### src/rtl/port_rr_arbiter_pkg.sv
// Shared definitions for the round-robin pool-port arbiter.
package port_rr_arbiter_pkg;

  typedef enum logic {
    ST_IDLE = 1'b0,
    ST_BUSY = 1'b1
  } state_t;

  localparam int NUM_REQ_MIN = 3;
  localparam int NUM_REQ_MAX = 4;

  // my_mux only supports 3 or 4 select lines
  function automatic bit num_req_legal(input int n);
    return (n >= NUM_REQ_MIN) && (n <= NUM_REQ_MAX);
  endfunction

  // beat counter width; keeps one bit when forced rotation is disabled
  function automatic int cnt_width(input int max_beats);
    return (max_beats > 0) ? $clog2(max_beats + 1) : 1;
  endfunction

endpackage

### src/rtl/port_rr_arbiter_if.sv
// Requester-side and pool-side handshake bundle of the arbiter.
interface port_rr_arbiter_if #(
  parameter int NUM_REQ    = 3,
  parameter int DATA_WIDTH = 48
);
  logic [NUM_REQ-1:0]            req_valid;
  logic [NUM_REQ-1:0]            req_last;
  logic [NUM_REQ*DATA_WIDTH-1:0] req_data;
  logic [NUM_REQ-1:0]            req_ready;
  logic [NUM_REQ-1:0]            gnt;
  logic                          out_valid;
  logic [DATA_WIDTH-1:0]         out_data;
  logic [NUM_REQ-1:0]            out_src;
  logic                          out_last;
  logic                          out_ready;

  // environment side: requesters plus pool port
  modport master (
    output req_valid, req_last, req_data, out_ready,
    input  req_ready, gnt, out_valid, out_data, out_src, out_last
  );

  // arbiter side
  modport slave (
    input  req_valid, req_last, req_data, out_ready,
    output req_ready, gnt, out_valid, out_data, out_src, out_last
  );
endinterface

### src/rtl/port_rr_arbiter_my_mux.sv
// One-hot AND-OR payload selector; an all-zero select gives zero.
module my_mux #(
  parameter int DATA_WIDTH = 48,
  parameter int CTRL_WIDTH = 3
) (
  input  logic [CTRL_WIDTH*DATA_WIDTH-1:0] i_data,
  input  logic [CTRL_WIDTH-1:0]            i_ctrl,
  output logic [DATA_WIDTH-1:0]            o_data
);

  // OR together every slice whose select bit is set
  always_comb begin
    o_data = '0;
    for (int i = 0; i < CTRL_WIDTH; i++) begin
      if (i_ctrl[i]) o_data = o_data | i_data[i*DATA_WIDTH +: DATA_WIDTH];
    end
  end

endmodule

### src/rtl/port_rr_arbiter.sv
// Burst-granular round-robin arbiter sharing one pool port, registered output.
//   state   | meaning
//   ST_IDLE | no grant; picks the next requester from ptr (1 cycle)
//   ST_BUSY | grant held until a last beat or the beat limit is accepted
module port_rr_arbiter
  import port_rr_arbiter_pkg::*;
#(
  parameter int NUM_REQ    = 3,
  parameter int DATA_WIDTH = 48,
  parameter int MAX_BEATS  = 16
) (
  input  logic           clk,
  input  logic           rst,
  port_rr_arbiter_if.slave bus
);

  localparam int PTR_W = $clog2(NUM_REQ);
  localparam int CNT_W = cnt_width(MAX_BEATS);

  if (!num_req_legal(NUM_REQ)) begin : g_bad_num_req
    $error("port_rr_arbiter: NUM_REQ must be 3 or 4");
  end

  state_t                r_state, w_state_nxt;
  logic [NUM_REQ-1:0]    r_gnt, w_gnt_nxt;
  logic [PTR_W-1:0]      r_ptr, w_ptr_nxt;
  logic [CNT_W-1:0]      r_beat_cnt, w_beat_cnt_nxt;
  logic                  r_out_valid, r_out_last;
  logic [DATA_WIDTH-1:0] r_out_data;
  logic [NUM_REQ-1:0]    r_out_src;

  logic                  w_load, w_accept, w_last_g, w_cap, w_release, w_cnt_sat;
  logic [NUM_REQ-1:0]    w_req_ready;
  logic [DATA_WIDTH-1:0] w_mux_data;

  // rotate requests so ptr sits at bit 0, take lowest set bit, rotate back
  function automatic logic [NUM_REQ-1:0] rr_pick(input logic [NUM_REQ-1:0] req,
                                                 input logic [PTR_W-1:0]   ptr);
    logic [2*NUM_REQ-1:0] dbl;
    logic [2*NUM_REQ-1:0] back;
    logic [NUM_REQ-1:0]   rot;
    logic [NUM_REQ-1:0]   pick;
    dbl  = {req, req} >> ptr;
    rot  = dbl[NUM_REQ-1:0];
    pick = rot & (~rot + 1'b1);
    back = {pick, pick} << ptr;
    return back[2*NUM_REQ-1:NUM_REQ];
  endfunction

  function automatic logic [PTR_W-1:0] onehot_idx(input logic [NUM_REQ-1:0] oh);
    logic [PTR_W-1:0] idx;
    idx = '0;
    for (int i = 0; i < NUM_REQ; i++) begin
      if (oh[i]) idx = PTR_W'(i);
    end
    return idx;
  endfunction

  my_mux #(
    .DATA_WIDTH (DATA_WIDTH),
    .CTRL_WIDTH (NUM_REQ)
  ) u_mux (
    .i_data (bus.req_data),
    .i_ctrl (r_gnt),
    .o_data (w_mux_data)
  );

  // a beat may move only when the output register is empty or draining
  assign w_load      = ~r_out_valid | bus.out_ready;
  assign w_req_ready = r_gnt & {NUM_REQ{w_load}};
  assign w_accept    = |(bus.req_valid & w_req_ready);
  assign w_last_g    = |(bus.req_last & r_gnt);
  assign w_cap       = (MAX_BEATS != 0) &&
                       (((CNT_W+1)'(r_beat_cnt) + 1'b1) == (CNT_W+1)'(MAX_BEATS));
  assign w_release   = w_accept & (w_last_g | w_cap);
  assign w_cnt_sat   = (r_beat_cnt == {CNT_W{1'b1}});

  // next-state: arbitrate in IDLE, hold grant in BUSY until release
  always_comb begin
    w_state_nxt    = r_state;
    w_gnt_nxt      = r_gnt;
    w_ptr_nxt      = r_ptr;
    w_beat_cnt_nxt = r_beat_cnt;
    case (r_state)
      ST_IDLE: begin
        if (|bus.req_valid) begin
          w_gnt_nxt   = rr_pick(bus.req_valid, r_ptr);
          w_state_nxt = ST_BUSY;
        end
      end
      ST_BUSY: begin
        if (w_release) begin
          w_gnt_nxt      = '0;
          w_state_nxt    = ST_IDLE;
          w_ptr_nxt      = (onehot_idx(r_gnt) == PTR_W'(NUM_REQ-1)) ? '0
                                                                    : onehot_idx(r_gnt) + 1'b1;
          w_beat_cnt_nxt = '0;
        end else if (w_accept && (MAX_BEATS != 0) && !w_cnt_sat) begin
          w_beat_cnt_nxt = r_beat_cnt + 1'b1;
        end
      end
      default: begin
        w_state_nxt = ST_IDLE;
        w_gnt_nxt   = '0;
      end
    endcase
  end

  // FSM, grant, pointer and beat-count registers
  always_ff @(posedge clk) begin
    if (rst) begin
      r_state    <= ST_IDLE;
      r_gnt      <= '0;
      r_ptr      <= '0;
      r_beat_cnt <= '0;
    end else begin
      r_state    <= w_state_nxt;
      r_gnt      <= w_gnt_nxt;
      r_ptr      <= w_ptr_nxt;
      r_beat_cnt <= w_beat_cnt_nxt;
    end
  end

  // output register: load on accept, empty once the pool takes the beat
  always_ff @(posedge clk) begin
    if (rst) begin
      r_out_valid <= 1'b0;
      r_out_data  <= '0;
      r_out_src   <= '0;
      r_out_last  <= 1'b0;
    end else if (w_accept) begin
      r_out_valid <= 1'b1;
      r_out_data  <= w_mux_data;
      r_out_src   <= r_gnt;
      r_out_last  <= w_last_g;
    end else if (r_out_valid && bus.out_ready) begin
      r_out_valid <= 1'b0;
    end
  end

  assign bus.req_ready = w_req_ready;
  assign bus.gnt       = r_gnt;
  assign bus.out_valid = r_out_valid;
  assign bus.out_data  = r_out_data;
  assign bus.out_src   = r_out_src;
  assign bus.out_last  = r_out_last;

endmodule

### src/flat_wrapper.sv
// flat-port wrapper written by rule: the top's interface ports become plain ports
module port_rr_arbiter_flat import port_rr_arbiter_pkg::*;
#(
  parameter int NUM_REQ    = 3,
  parameter int DATA_WIDTH = 48,
  parameter int MAX_BEATS  = 16
)
  (clk, rst, bus_req_valid, bus_req_last, bus_req_data, bus_out_ready, bus_req_ready, bus_gnt, bus_out_valid, bus_out_data, bus_out_src, bus_out_last);
  port_rr_arbiter_if #(.NUM_REQ(NUM_REQ), .DATA_WIDTH(DATA_WIDTH)) bus_i ();
  input  logic clk;
  input  logic rst;
  input wire logic [$bits(bus_i.req_valid)-1:0] bus_req_valid;
  input wire logic [$bits(bus_i.req_last)-1:0] bus_req_last;
  input wire logic [$bits(bus_i.req_data)-1:0] bus_req_data;
  input wire logic [$bits(bus_i.out_ready)-1:0] bus_out_ready;
  output wire logic [$bits(bus_i.req_ready)-1:0] bus_req_ready;
  output wire logic [$bits(bus_i.gnt)-1:0] bus_gnt;
  output wire logic [$bits(bus_i.out_valid)-1:0] bus_out_valid;
  output wire logic [$bits(bus_i.out_data)-1:0] bus_out_data;
  output wire logic [$bits(bus_i.out_src)-1:0] bus_out_src;
  output wire logic [$bits(bus_i.out_last)-1:0] bus_out_last;
  assign bus_i.req_valid = bus_req_valid;
  assign bus_i.req_last = bus_req_last;
  assign bus_i.req_data = bus_req_data;
  assign bus_i.out_ready = bus_out_ready;
  assign bus_req_ready = bus_i.req_ready;
  assign bus_gnt = bus_i.gnt;
  assign bus_out_valid = bus_i.out_valid;
  assign bus_out_data = bus_i.out_data;
  assign bus_out_src = bus_i.out_src;
  assign bus_out_last = bus_i.out_last;
  port_rr_arbiter #(.NUM_REQ(NUM_REQ), .DATA_WIDTH(DATA_WIDTH), .MAX_BEATS(MAX_BEATS)) u_core (.clk(clk), .rst(rst), .bus(bus_i));
endmodule
### config.mk
export PLATFORM = sky130hd
export DESIGN_NAME = port_rr_arbiter_flat
export DESIGN_NICKNAME = d
export VERILOG_FILES = /design/src/rtl/port_rr_arbiter_pkg.sv /design/src/rtl/port_rr_arbiter_if.sv /design/src/rtl/port_rr_arbiter_my_mux.sv /design/src/rtl/port_rr_arbiter.sv /design/src/flat_wrapper.sv
export SDC_FILE = /design/constraint.sdc
export NUM_CORES = 1
export LEC_CHECK = 0
export BUFFER_PORTS_ARGS = -buffer_cell sky130_fd_sc_hd__buf_2
export CAP_MARGIN = 5
export CORE_ASPECT_RATIO = 0.6
export CORE_MARGIN = 1.5
export CORE_UTILIZATION = 40
export CTS_CLUSTER_DIAMETER = 100
export CTS_CLUSTER_SIZE = 40
export DETAILED_ROUTE_END_ITERATION = 6
export GPL_TIMING_DRIVEN = 0
export PLACE_DENSITY = 0.79
export REMOVE_ABC_BUFFERS = 1
export SYNTH_ARGS = -nofsm -noshare
export SYNTH_HDL_FRONTEND = slang
export SYNTH_SLANG_ARGS = --single-unit
### constraint.sdc
create_clock -name clk -period 2.3 [get_ports clk]
set_input_delay 0.575 -clock clk [delete_from_list [all_inputs] [get_ports clk]]
set_output_delay 0.575 -clock clk [all_outputs]
set_load 0.01 [all_outputs]
==> out/results.md, run 1 <==
## Status
• result of the run: finished, violations left
• violations in the final reports: design-rule violations

## Synthesis
• Synth Cell Area: 2980 um2
• prevailing post-synth register cell: dfxtp_1
• number of flops mapped to enable cells by yosys: 0
• Post-Synthesis Cells: 325
• multiplexer share of the synthesized area: 0.6717%
• number of warning messages in the yosys log: 0
• fraction of the mapped netlist area in adder cells: 0.8396%
• FFs w/ async S/R, synth: 0%
• sequential-to-total area share from yosys stat: 42.99%
• number of distinct library cells after synthesis: 41
• number of flip-flops and latches in the synthesized netlist: 64
• simple logic cell fraction of the synthesized area: 12.76%
• compound-cell area share of the yosys netlist: 36.36%
• Post-Synth XOR/XNOR Area: 0%
• dominant combinational cell family by area after synthesis: compound AO/OA/AOI/OAI gates
• Mapped Avg Cell Area: 9.170 um2

## Worst setup path
• most common cell type on the critical path: ha_1
• Crit Path Class: register to register
• Max stage delay on crit path: 0.37 ns
• signal arrival time at the worst endpoint: 2.36 ns
• count of buffer and inverter cells on the critical path: 0
• Crit path max-delay family: adder cells
• slowest library cell on the worst path: dfxtp_1
• kind of end point of the critical path: register
• cells along the critical path: ha_1 -> and3_1 -> ha_1 -> o2111ai_2 -> and2_1 -> a31oi_1 -> a311oi_2
• Critical Path Start Type: register
• largest fanout on the critical path: 6
• data required time at the worst endpoint: 2.52 ns

## Global routing
• initial antenna violation count: 0
• global-route congestion overflow total: 0
• global router's overall resource usage: 23.67%
• via count of the first global-routing pass: 3295
• global-route wire length before repair: 15090 um
• largest net degree at the start of global routing: 101

## Routing
• post-route ant nets: 0
• average wire per cell in the routed design: 16.84 um
• drc violations: 2
• routed via count: 3672
• Via-to-Cell Ratio: 5.856
• starting DRC count in detailed routing: 487
• Detailed Route WL: 10560 um
• router iterations before antenna repair: 7

## Power
• power per cell area: 703.2 nW/um2
• Static Leakage: 1.964 nW
• peak supply drop: 0.3998 mV

## Placed design
• gp weighted congestion: 0.7984
• count of input and output buffers: 211
• sum of net half-perimeters after detailed placement: 6613 um

## Layout
• fin nets: 673
• Antenna Diode Count: 0
• layout cell share with drive strength beyond 1: 47.04%
• Area growth, synth to finish: 49.71%
• utilization of the core after routing: 61.65%

## Die
• IO Count: 212
• die height: 69.86 um
• width of the chip: 114.4 um
• area of the die: 7994 um2
• core area: 7237 um2
• initial standard-cell utilization of the core: 41.18%
• total number of placement rows: 24

## Timing
• Final Max Slew Viols: 0
• clock tree skew after final layout: 0.003555 ns
• worst slew slack as a fraction of its limit: 19.00%
• # setup viols final: 0
• post-route setup TNS: 0 ns
• portion of the clock cycle consumed by the worst path in the final layout: 92.95%
• timing-limited maximum frequency: 0.4678 GHz
• fin crit period: 2.138 ns
• RSZ-0062 raised after global routing: false
• worst-margin pin slew: 1.215 ns
• number of hold violations in the final report: 0

## CTS
• total CTS buffers: 9
• clock sink total: 64
• clock tree from TritonCTS: yes
• count of H-tree levels built during CTS: 3
• clock insertion delay at the later pin of the skew report: 0.33 ns
• maximum count of clock buffers along a single path: 2
• count of hold-fix buffers inserted at cts: 0
• Root Buffer Master: clkbuf_16
• Clk pin slew, worst setup/hold paths: 0.05 ns

## Hold path
• min-delay worst type: register to register

## Run
• reported max-cap violation count: 0

==> sequential cells by signal (all words and copies together) (netlist names) <==
| signal | count |
|---|---|
| u_core.bus.out_data | 48 |
| u_core.r_state | 1 |
| u_core.r_ptr | 2 |
| u_core.bus.out_last | 1 |
| u_core.bus.out_src | 3 |
| u_core.bus.out_valid | 1 |
| u_core.bus.gnt | 3 |
| u_core.r_beat_cnt | 5 |
==> layout make-up <==
cell class / instances / area (um2)
multi-input cells: 220 / 1578
well taps: 104 / 130.1
repair buffers: 217 / 1154
clock inverters: 3 / 15.01
flip-flops and latches: 64 / 1292
fillers: 610 / 2775
clock buffers: 13 / 270.3
inverters: 6 / 22.52
==> cells in the mapped netlist, drive strengths merged, types with 2 or more instances <==
master / count / area [um2]
nand2: 8 / 30.03
buf: 12 / 73.82
nor2: 58 / 217.7
nor3: 3 / 20.02
ha: 2 / 25.02
a21oi: 8 / 43.79
nand4: 4 / 25.02
a32o: 2 / 20.02
mux2i: 2 / 20.02
inv: 6 / 22.52
nand3: 5 / 25.02
and2: 4 / 25.02
clkbuf: 25 / 93.84
a31oi: 3 / 18.77
dfxtp: 64 / 1281
a211oi: 51 / 382.9
a222oi: 49 / 490.5
and3: 2 / 12.51
==> power breakdown <==
| group | leakage [nW] | switching (W) | internal, W | total, W |
|---|---|---|---|---|
| Sequential | 0.525 | 0.0000661 | 0.00120 | 0.00126 |
| Clock | 0.145 | 0.000460 | 0.000811 | 0.00127 |
| Combinational | 1.29 | 0.000317 | 0.000288 | 0.000604 |
==> stage by stage <==
step / worst slack, ns / total power, W / instance area [um2] / hold slack (ns) / std cells
floorplan: -1.559 / 0.001559 / 2813 / 0.4745 / 288
global placement: -2.776 / 0.001837 / 3999 / 0.4453 / 603
detailed placement: -0.4873 / 0.001853 / 4065 / 0.4476 / 605
CTS: 0.05739 / 0.003132 / 4389 / 0.4563 / 624
global route: 0.05624 / 0.003283 / 4462 / 0.4810 / 627
finish: 0.1621 / 0.003138 / 4462 / 0.4549 / 627
==> worst paths after layout <==
check	startpoint	end	slack (ns)	cells past startpoint
min reg2reg	u_core.bus.out_src[1]	u_core.bus.out_src[1]	0.45	2
min	u_core.bus.out_src[1]	u_core.bus.out_src[1]	0.45	2
max reg2reg	u_core.r_beat_cnt[0]	u_core.r_beat_cnt[0]	0.16	7
max	u_core.r_beat_cnt[0]	u_core.r_beat_cnt[0]	0.16	7
==> logic make-up after synthesis <==
group	after synthesis
compound gates	127
simple gates	87
flops	64
buf+inv	43
mux	2
fa+ha+maj	2
==> cell usage in the layout, fill, tap and decap left out, types with 4 or more instances in the layout <==
cell type,n
buf_2,211
dfxtp_1,61
nor2_1,58
a211oi_1,51
a222oi_1,49
clkbuf_16,9
a21oi_1,7
nand2_1,6
inv_1,5
and2_1,4
nand3_1,4
nand4_1,4
==> routing by layer <==
layer	vias up	global-route usage (%)	part of all wire, %
met5	-	0	0
met4	0	8.333	1.4
li1	1711	-	-
met1	1728	28.29	41
met2	217	40.05	47
met3	16	7.639	11
==> worst reg2reg max path, delay by kind of cell (launching register included) <==
kind | cells | cell delay (ns)
AO/OA/AOI/OAI | 3 | 0.55
adder cells (fa/ha/maj) | 2 | 0.60
AND/OR/NAND/NOR | 2 | 0.51
flip-flops | 1 | 0.37
==> timing repair <==
action / CTS / global route
cloned: 0 / 2
setup buffers: 3 / 1
gates resized for setup: 4 / 5
setup endpoints to repair: 59 / 54
pin swaps: 1 / 2
No activity file was read; power rests on OpenSTA's default activity.
==> run 2, diff against run 1 <==
--- a/config.mk
+++ b/config.mk
@@ -5,6 +5,7 @@
 export SDC_FILE = /design/constraint.sdc
 export NUM_CORES = 1
 export LEC_CHECK = 0
+export ABC_AREA = 1
 export BUFFER_PORTS_ARGS = -buffer_cell sky130_fd_sc_hd__buf_2
 export CAP_MARGIN = 5
 export CORE_ASPECT_RATIO = 0.6
@@ -14,7 +15,7 @@
 export CTS_CLUSTER_SIZE = 40
 export DETAILED_ROUTE_END_ITERATION = 6
 export GPL_TIMING_DRIVEN = 0
-export PLACE_DENSITY = 0.79
+export PLACE_DENSITY = 0.76
 export REMOVE_ABC_BUFFERS = 1
 export SYNTH_ARGS = -nofsm -noshare
 export SYNTH_HDL_FRONTEND = slang
==> run 2 against run 1 <==
Against the previous run:
- the flow now finishes without violations
- global-route usage increased by 0.98 points
- sequential cell count unchanged
- register-to-register slack improved by 0.099 ns
- routed wire length increased by 8.0%
- total power increased by 1.8%
- final area increased by 5.6%
- synthesized area increased by 11%
- non-clock buffer count decreased by 3
- clock-buffer cell count unchanged
- synthesized cell count increased by 43%
- worst hold slack improved by 0.020 ns
- first-iteration DRC count decreased by 57%
- critical path type unchanged
- highest routed layer unchanged
==> out/results.md, run 2 <==
## Die
• core area: 7945 um2
• area of the die: 8859 um2
• initial standard-cell utilization of the core: 41.72%
• IO Count: 212
• total number of placement rows: 25
• width of the chip: 120.5 um
• die height: 73.51 um

## Layout
• fill cell count: 746
• Area growth, synth to finish: 42.17%
• layout cell share with drive strength beyond 1: 38.30%
• fin nets: 808
• most frequent standard cell in the layout excluding fill and tap cells: buf_2
• utilization of the core after routing: 59.31%
• most used cells in the layout excluding fill and tap cells: 211 x buf_2, 180 x nand2_1, 61 x dfxtp_1, 41 x o21ai_0, 38 x a41oi_1
• flip-flop count of the largest register after layout: 48

## Synthesis
• number of flops mapped to enable cells by yosys: 0
• most frequent cells after synthesis: 180 x nand2_1, 64 x dfxtp_1, 41 x o21ai_0
• Yosys top cell area share: 38.66%
• Yosys top cell by area: dfxtp_1
• prevailing post-synth register cell: dfxtp_1
• multiplexer share of the synthesized area: 0%
• dominant combinational cell family by area after synthesis: simple AND/OR/NAND/NOR gates
• Post-Synthesis Cells: 464
• compound-cell area share of the yosys netlist: 22.84%
• number of flip-flops and latches in the synthesized netlist: 64
• simple logic cell fraction of the synthesized area: 30.28%
• largest cells by area after synthesis: dfxtp_1 39%, nand2_1 20%, a41oi_1 10%
• Mapped Avg Cell Area: 7.143 um2
• FFs w/ async S/R, synth: 0%
• Synth Cell Area: 3314 um2
• number of warning messages in the yosys log: 0
• sequential-to-total area share from yosys stat: 38.66%
• number of distinct library cells after synthesis: 27
• fraction of the mapped netlist area in adder cells: 0.7550%
• most common cell in the netlist: nand2_1
• Post-Synth XOR/XNOR Area: 0%

## Global routing
• largest net degree at the start of global routing: 107
• global-route wire length before repair: 17380 um
• via count of the first global-routing pass: 3800
• global router's overall resource usage: 24.66%
• initial antenna violation count: 1
• global-route congestion overflow total: 0

## Placed design
• count of input and output buffers: 211
• sum of net half-perimeters after detailed placement: 7665 um
• gp weighted congestion: 0.7294

## CTS
• maximum count of clock buffers along a single path: 2
• clock sink total: 64
• clock tree from TritonCTS: yes
• Root Buffer Master: clkbuf_16
• clock insertion delay at the later pin of the skew report: 0.32 ns
• count of H-tree levels built during CTS: 3
• Clk pin slew, worst setup/hold paths: 0.05 ns
• total CTS buffers: 9

## Power
• power per cell area: 678.0 nW/um2
• peak supply drop: 0.3205 mV
• Static Leakage: 2.202 nW

## Routing
• Detailed Route WL: 11400 um
• post-route ant nets: 0
• starting DRC count in detailed routing: 211
• drc violations: 0
• average wire per cell in the routed design: 14.86 um
• router iterations before antenna repair: 5
• Via-to-Cell Ratio: 5.291
• routed via count: 4058

## Timing
• clock tree skew after final layout: 0.005623 ns
• # setup viols final: 0
• RSZ-0062 raised after global routing: false
• fin crit period: 2.039 ns
• worst slew slack as a fraction of its limit: 38.54%
• number of hold violations in the final report: 0
• portion of the clock cycle consumed by the worst path in the final layout: 88.64%
• Final Max Slew Viols: 0
• Post-Route Hold Slack: 0.4744 ns
• timing-limited maximum frequency: 0.4905 GHz
• worst-margin pin slew: 0.9205 ns

## Worst setup path
• Crit Path Class: register to register
• signal arrival time at the worst endpoint: 2.29 ns
• data required time at the worst endpoint: 2.55 ns
• kind of end point of the critical path: register
• largest fanout on the critical path: 11
• Critical Path Start Type: register

## Status
• result of the run: finished clean

## Run
• reported max-cap violation count: 0

## Hold path
• min-delay worst type: register to register

[run 2: final timing paths]
check | start | endpoint | slack, ns | cells after the start
setup reg to reg | u_core.r_beat_cnt[0] | u_core.r_beat_cnt[3] | 0.26 | 12
setup / recovery | u_core.r_beat_cnt[0] | u_core.r_beat_cnt[3] | 0.26 | 12
hold / removal | u_core.bus.out_last | u_core.bus.out_last | 0.47 | 2
hold reg to reg | u_core.bus.out_last | u_core.bus.out_last | 0.47 | 2
[run 2: per-layer routing]
| metal | global-route usage (%) | share of wire [%] |
|---|---|---|
| met5 | 0 | 0 |
| met1 | 29.27 | 44 |
| met2 | 42.87 | 46 |
| met4 | 9.412 | 1.4 |
| met3 | 7.143 | 8.7 |
[run 2: power breakdown]
group          internal (W)  leakage, nW  total, W  switching [W]
Clock              0.000755        0.130   0.00122       0.000469
Sequential          0.00122        0.525   0.00130      0.0000837
Combinational      0.000291         1.55  0.000667       0.000376
Total               0.00227         2.20   0.00319       0.000928
[run 2: cells by family after synthesis]
logic type / Yosys count
AO/OA/AOI/OAI: 108
AND/OR/NAND/NOR: 235
adder cells (fa/ha/maj): 2
flip-flops: 64
buffers and inverters: 55
[run 2: per-stage QoR]
stage | TNS (ns) | setup WS, ns | cells | power [W] | cell area, um2
detailed placement | -9.527 | -0.6749 | 749 | 0.001967 | 4404
global route | 0 | 0.03250 | 767 | 0.003361 | 4712
global placement | -71.61 | -1.582 | 746 | 0.001938 | 4325
finish | 0 | 0.2614 | 767 | 0.003195 | 4712
floorplan | -14.65 | -0.5659 | 427 | 0.001623 | 3134
CTS | 0 | 0.02780 | 765 | 0.003208 | 4691
[run 2: final cells by class]
cell class | count | area [um2] | area share (%)
clock buffers | 13 | 250.2 | 5.311
clock inverters | 3 | 17.52 | 0.3717
diodes | 1 | 2.502 | 0.05311
well taps | 108 | 135.1 | 2.868
repair buffers | 214 | 1131 | 24.00
flip-flops and latches | 64 | 1290 | 27.38
multi-input cells | 346 | 1818 | 38.58
inverters | 18 | 67.56 | 1.434
[run 2: repair_timing]
item	in CTS	in global routing
pin swaps	0	1
cloned	0	1
setup buffers	0	0
hold buffers	0	0
setup endpoints to repair	62	10
gates resized for setup	4	1
[run 2: worst max-delay path, cell delays in order, from the launching register on]
cell	delay [ns]
dfxtp_1	0.34
ha_1	0.23
nand2_1	0.11
nor2_1	0.05
ha_1	0.28
nand3_1	0.07
a21oi_1	0.14
nand3_1	0.09
nand2_1	0.15
nand3_4	0.17
nand2_1	0.12
o21ai_0	0.08
nor2_1	0.14
==> run 3, diff against run 2 <==
--- a/config.mk
+++ b/config.mk
@@ -16,6 +16,7 @@
 export DETAILED_ROUTE_END_ITERATION = 6
 export GPL_TIMING_DRIVEN = 0
 export PLACE_DENSITY = 0.76
+export RECOVER_POWER = 50
 export REMOVE_ABC_BUFFERS = 1
 export SYNTH_ARGS = -nofsm -noshare
 export SYNTH_HDL_FRONTEND = slang
==> run 3 against run 2 <==
Against the previous run:
- global-route usage unchanged
- final area shrank 1.4%
- clock-buffer cell count unchanged
- final cell count unchanged
- critical endpoint unchanged
- via count about the same
- core utilization fell by 0.83 points
- sequential power hardly changed
- maximum frequency hardly changed
- largest cell class unchanged
- clock power about the same
- total power down 0.63%
==> out/results.md, run 3 (synthesis gave the netlist of run 2 again) <==
## Status
• result of the run: finished clean

## Worst setup path
• kind of end point of the critical path: register
• cells along the critical path: ha_1 -> nand2_1 -> nor2_1 -> ha_1 -> nand3_1 -> a21oi_1 -> nand3_1 -> nand2_1 -> nand3_4 -> nand2_1 -> o21ai_0 -> nor2_1
• count of buffer and inverter cells on the critical path: 0
• Crit path max-delay family: simple AND/OR/NAND/NOR gates
• Crit Path Class: register to register
• total stage count of the critical path: 12
• signal arrival time at the worst endpoint: 2.29 ns
• largest fanout on the critical path: 11
• Max stage delay on crit path: 0.34 ns
• startpoint of the worst register-to-register path: u_core.r_beat_cnt[0]
• most common cell type on the critical path: nand2_1
• reg-to-reg slack, setup: 0.26 ns
• number of cell instances on the worst register-to-register path: 12
• data required time at the worst endpoint: 2.55 ns
• endpoint of the worst-slack reg-to-reg timing path: u_core.r_beat_cnt[3]
• slowest library cell on the worst path: dfxtp_1
• Critical Path Start Type: register

## Layout
• layout cell share with drive strength beyond 1: 30.09%
• flip-flop count of the largest register after layout: 48
• most used cells in the layout excluding fill and tap cells: 180 x nand2_1, 158 x buf_2, 61 x dfxtp_1, 56 x clkbuf_1, 41 x o21ai_0
• area of all placed cells without fillers: 4646 um2
• fin cells: 767
• most frequent standard cell in the layout excluding fill and tap cells: nand2_1
• Area growth, synth to finish: 40.17%
• fill cell count: 780
• fin nets: 808

## Routing
• drc violations: 0
• Detailed Route WL: 11410 um
• starting DRC count in detailed routing: 230
• router iterations before antenna repair: 5
• average wire per cell in the routed design: 14.88 um
• post-route ant nets: 0
• Via-to-Cell Ratio: 5.289
• routed via count: 4057

## Die
• core area: 7945 um2
• IO Count: 212
• area of the die: 8859 um2
• width of the chip: 120.5 um
• initial standard-cell utilization of the core: 41.72%
• total number of placement rows: 25
• die height: 73.51 um

## Placed design
• gp weighted congestion: 0.7294
• sum of net half-perimeters after detailed placement: 7665 um
• count of input and output buffers: 211
• placed inst area: 4404 um2
• cell total after placement: 749

## CTS
• clock insertion delay at the later pin of the skew report: 0.32 ns
• Root Buffer Master: clkbuf_16
• count of H-tree levels built during CTS: 3
• clock tree from TritonCTS: yes
• clock sink total: 64
• maximum count of clock buffers along a single path: 2
• Clk pin slew, worst setup/hold paths: 0.05 ns
• total CTS buffers: 9
• count of hold-fix buffers inserted at cts: 0

## Timing
• clock tree skew after final layout: 0.006158 ns
• portion of the clock cycle consumed by the worst path in the final layout: 88.56%
• timing-limited maximum frequency: 0.4910 GHz
• number of hold violations in the final report: 0
• RSZ-0062 raised after global routing: false
• # setup viols final: 0
• Final Max Slew Viols: 0
• worst-margin pin slew: 0.9003 ns
• worst slew slack as a fraction of its limit: 39.89%
• fin crit period: 2.037 ns

## Power
• fraction of power spent switching nets: 29.44%
• Static Leakage: 1.986 nW
• peak supply drop: 0.3210 mV
• net load switching power: 0.0009346 W
• Logic pwr share: 20.2%
• register share of total power: 41.2%
• internal power contribution: 0.002240 W
• Clk pwr share: 38.7%
• power per cell area: 683.3 nW/um2

## Global routing
• via count of the first global-routing pass: 3800
• global router's overall resource usage: 24.66%
• largest net degree at the start of global routing: 107
• initial antenna violation count: 1
• global-route congestion overflow total: 0
• global-route wire length before repair: 17380 um

## Hold path
• hold wc startpoint: u_core.bus.out_last
• Min-Delay Endpoint: u_core.bus.out_last
• min-delay worst type: register to register
• depth of the worst hold-timing path: 2

## Run
• reported max-cap violation count: 0

-- run 3: cell count changes in the layout (fill, tap and decap cells not counted) --
cell	delta
buf_2	-53
clkbuf_1	+53
inv_1	+1
inv_2	-1
-- run 3: layout make-up --
type	count	area, um2	share of cell area [%]
antenna	1	2.502	0.05386
clock inverter	3	17.52	0.3771
tap	108	135.1	2.909
multi-input combinational	346	1818	39.13
timing repair buffer	214	1065	22.92
sequential	64	1290	27.77
inverter	18	67.56	1.454
clock buffer	13	250.2	5.386
-- run 3: worst min-delay path, stage by stage, from the launching register on --
cell,delay [ns]
dfxtp_1,0.31
nand2_1,0.07
a21oi_1,0.05
-- run 3: layer usage --
layer / vias up / share of wire [%] / wire [um] / GRT usage (%)
met5: - / 0 / 0 / 0
met2: 202 / 46 / 5248 / 42.87
li1: 1994 / - / - / -
met1: 1846 / 43 / 4954 / 29.27
met3: 15 / 9.1 / 1039 / 7.143
met4: 0 / 1.5 / 172 / 9.412
-- run 3: worst max path at each step --
stage	endpoint	slack, ns	from
floorplan	u_core.r_beat_cnt[3]	-0.57	u_core.bus.gnt[1]
global placement	u_core.r_beat_cnt[3]	-1.58	u_core.bus.gnt[1]
detailed placement	u_core.r_beat_cnt[3]	-0.67	u_core.bus.gnt[0]
CTS	u_core.r_beat_cnt[3]	0.03	u_core.bus.gnt[0]
global route	u_core.r_beat_cnt[3]	0.03	u_core.r_beat_cnt[0]
finish	u_core.r_beat_cnt[3]	0.26	u_core.r_beat_cnt[0]
-- run 3: timing repair --
item,in CTS,in global routing
buffers inserted,0,0
setup endpoints to repair,62,10
gates cloned,0,1
endpoints found under the hold margin,0,0
resized for setup,4,1
pin swaps,0,1
-- run 3: stage by stage --
step                power [W]  hold slack, ns  utilization [%]  TNS, ns  setup WS (ns)
detailed placement   0.001967          0.4710            55.43   -9.527        -0.6749
floorplan            0.001623          0.4503                -   -14.65        -0.5659
global route         0.003338          0.5057            58.47        0        0.03250
finish               0.003174          0.4796            58.47        0         0.2632
global placement     0.001938          0.4493            54.44   -71.61         -1.582
CTS                  0.003208          0.4769            59.04        0        0.02780
-- run 3: power groups by stage --
stage | clock network (W) | registers [W] | logic [W]
after floorplan | 0 | 0.00137 | 0.000249
after global placement | 0 | 0.00134 | 0.000593
after detailed placement | 0 | 0.00132 | 0.000645
after CTS | 0.00126 | 0.00130 | 0.000649
after global routing | 0.00131 | 0.00132 | 0.000708
final | 0.00123 | 0.00131 | 0.000640
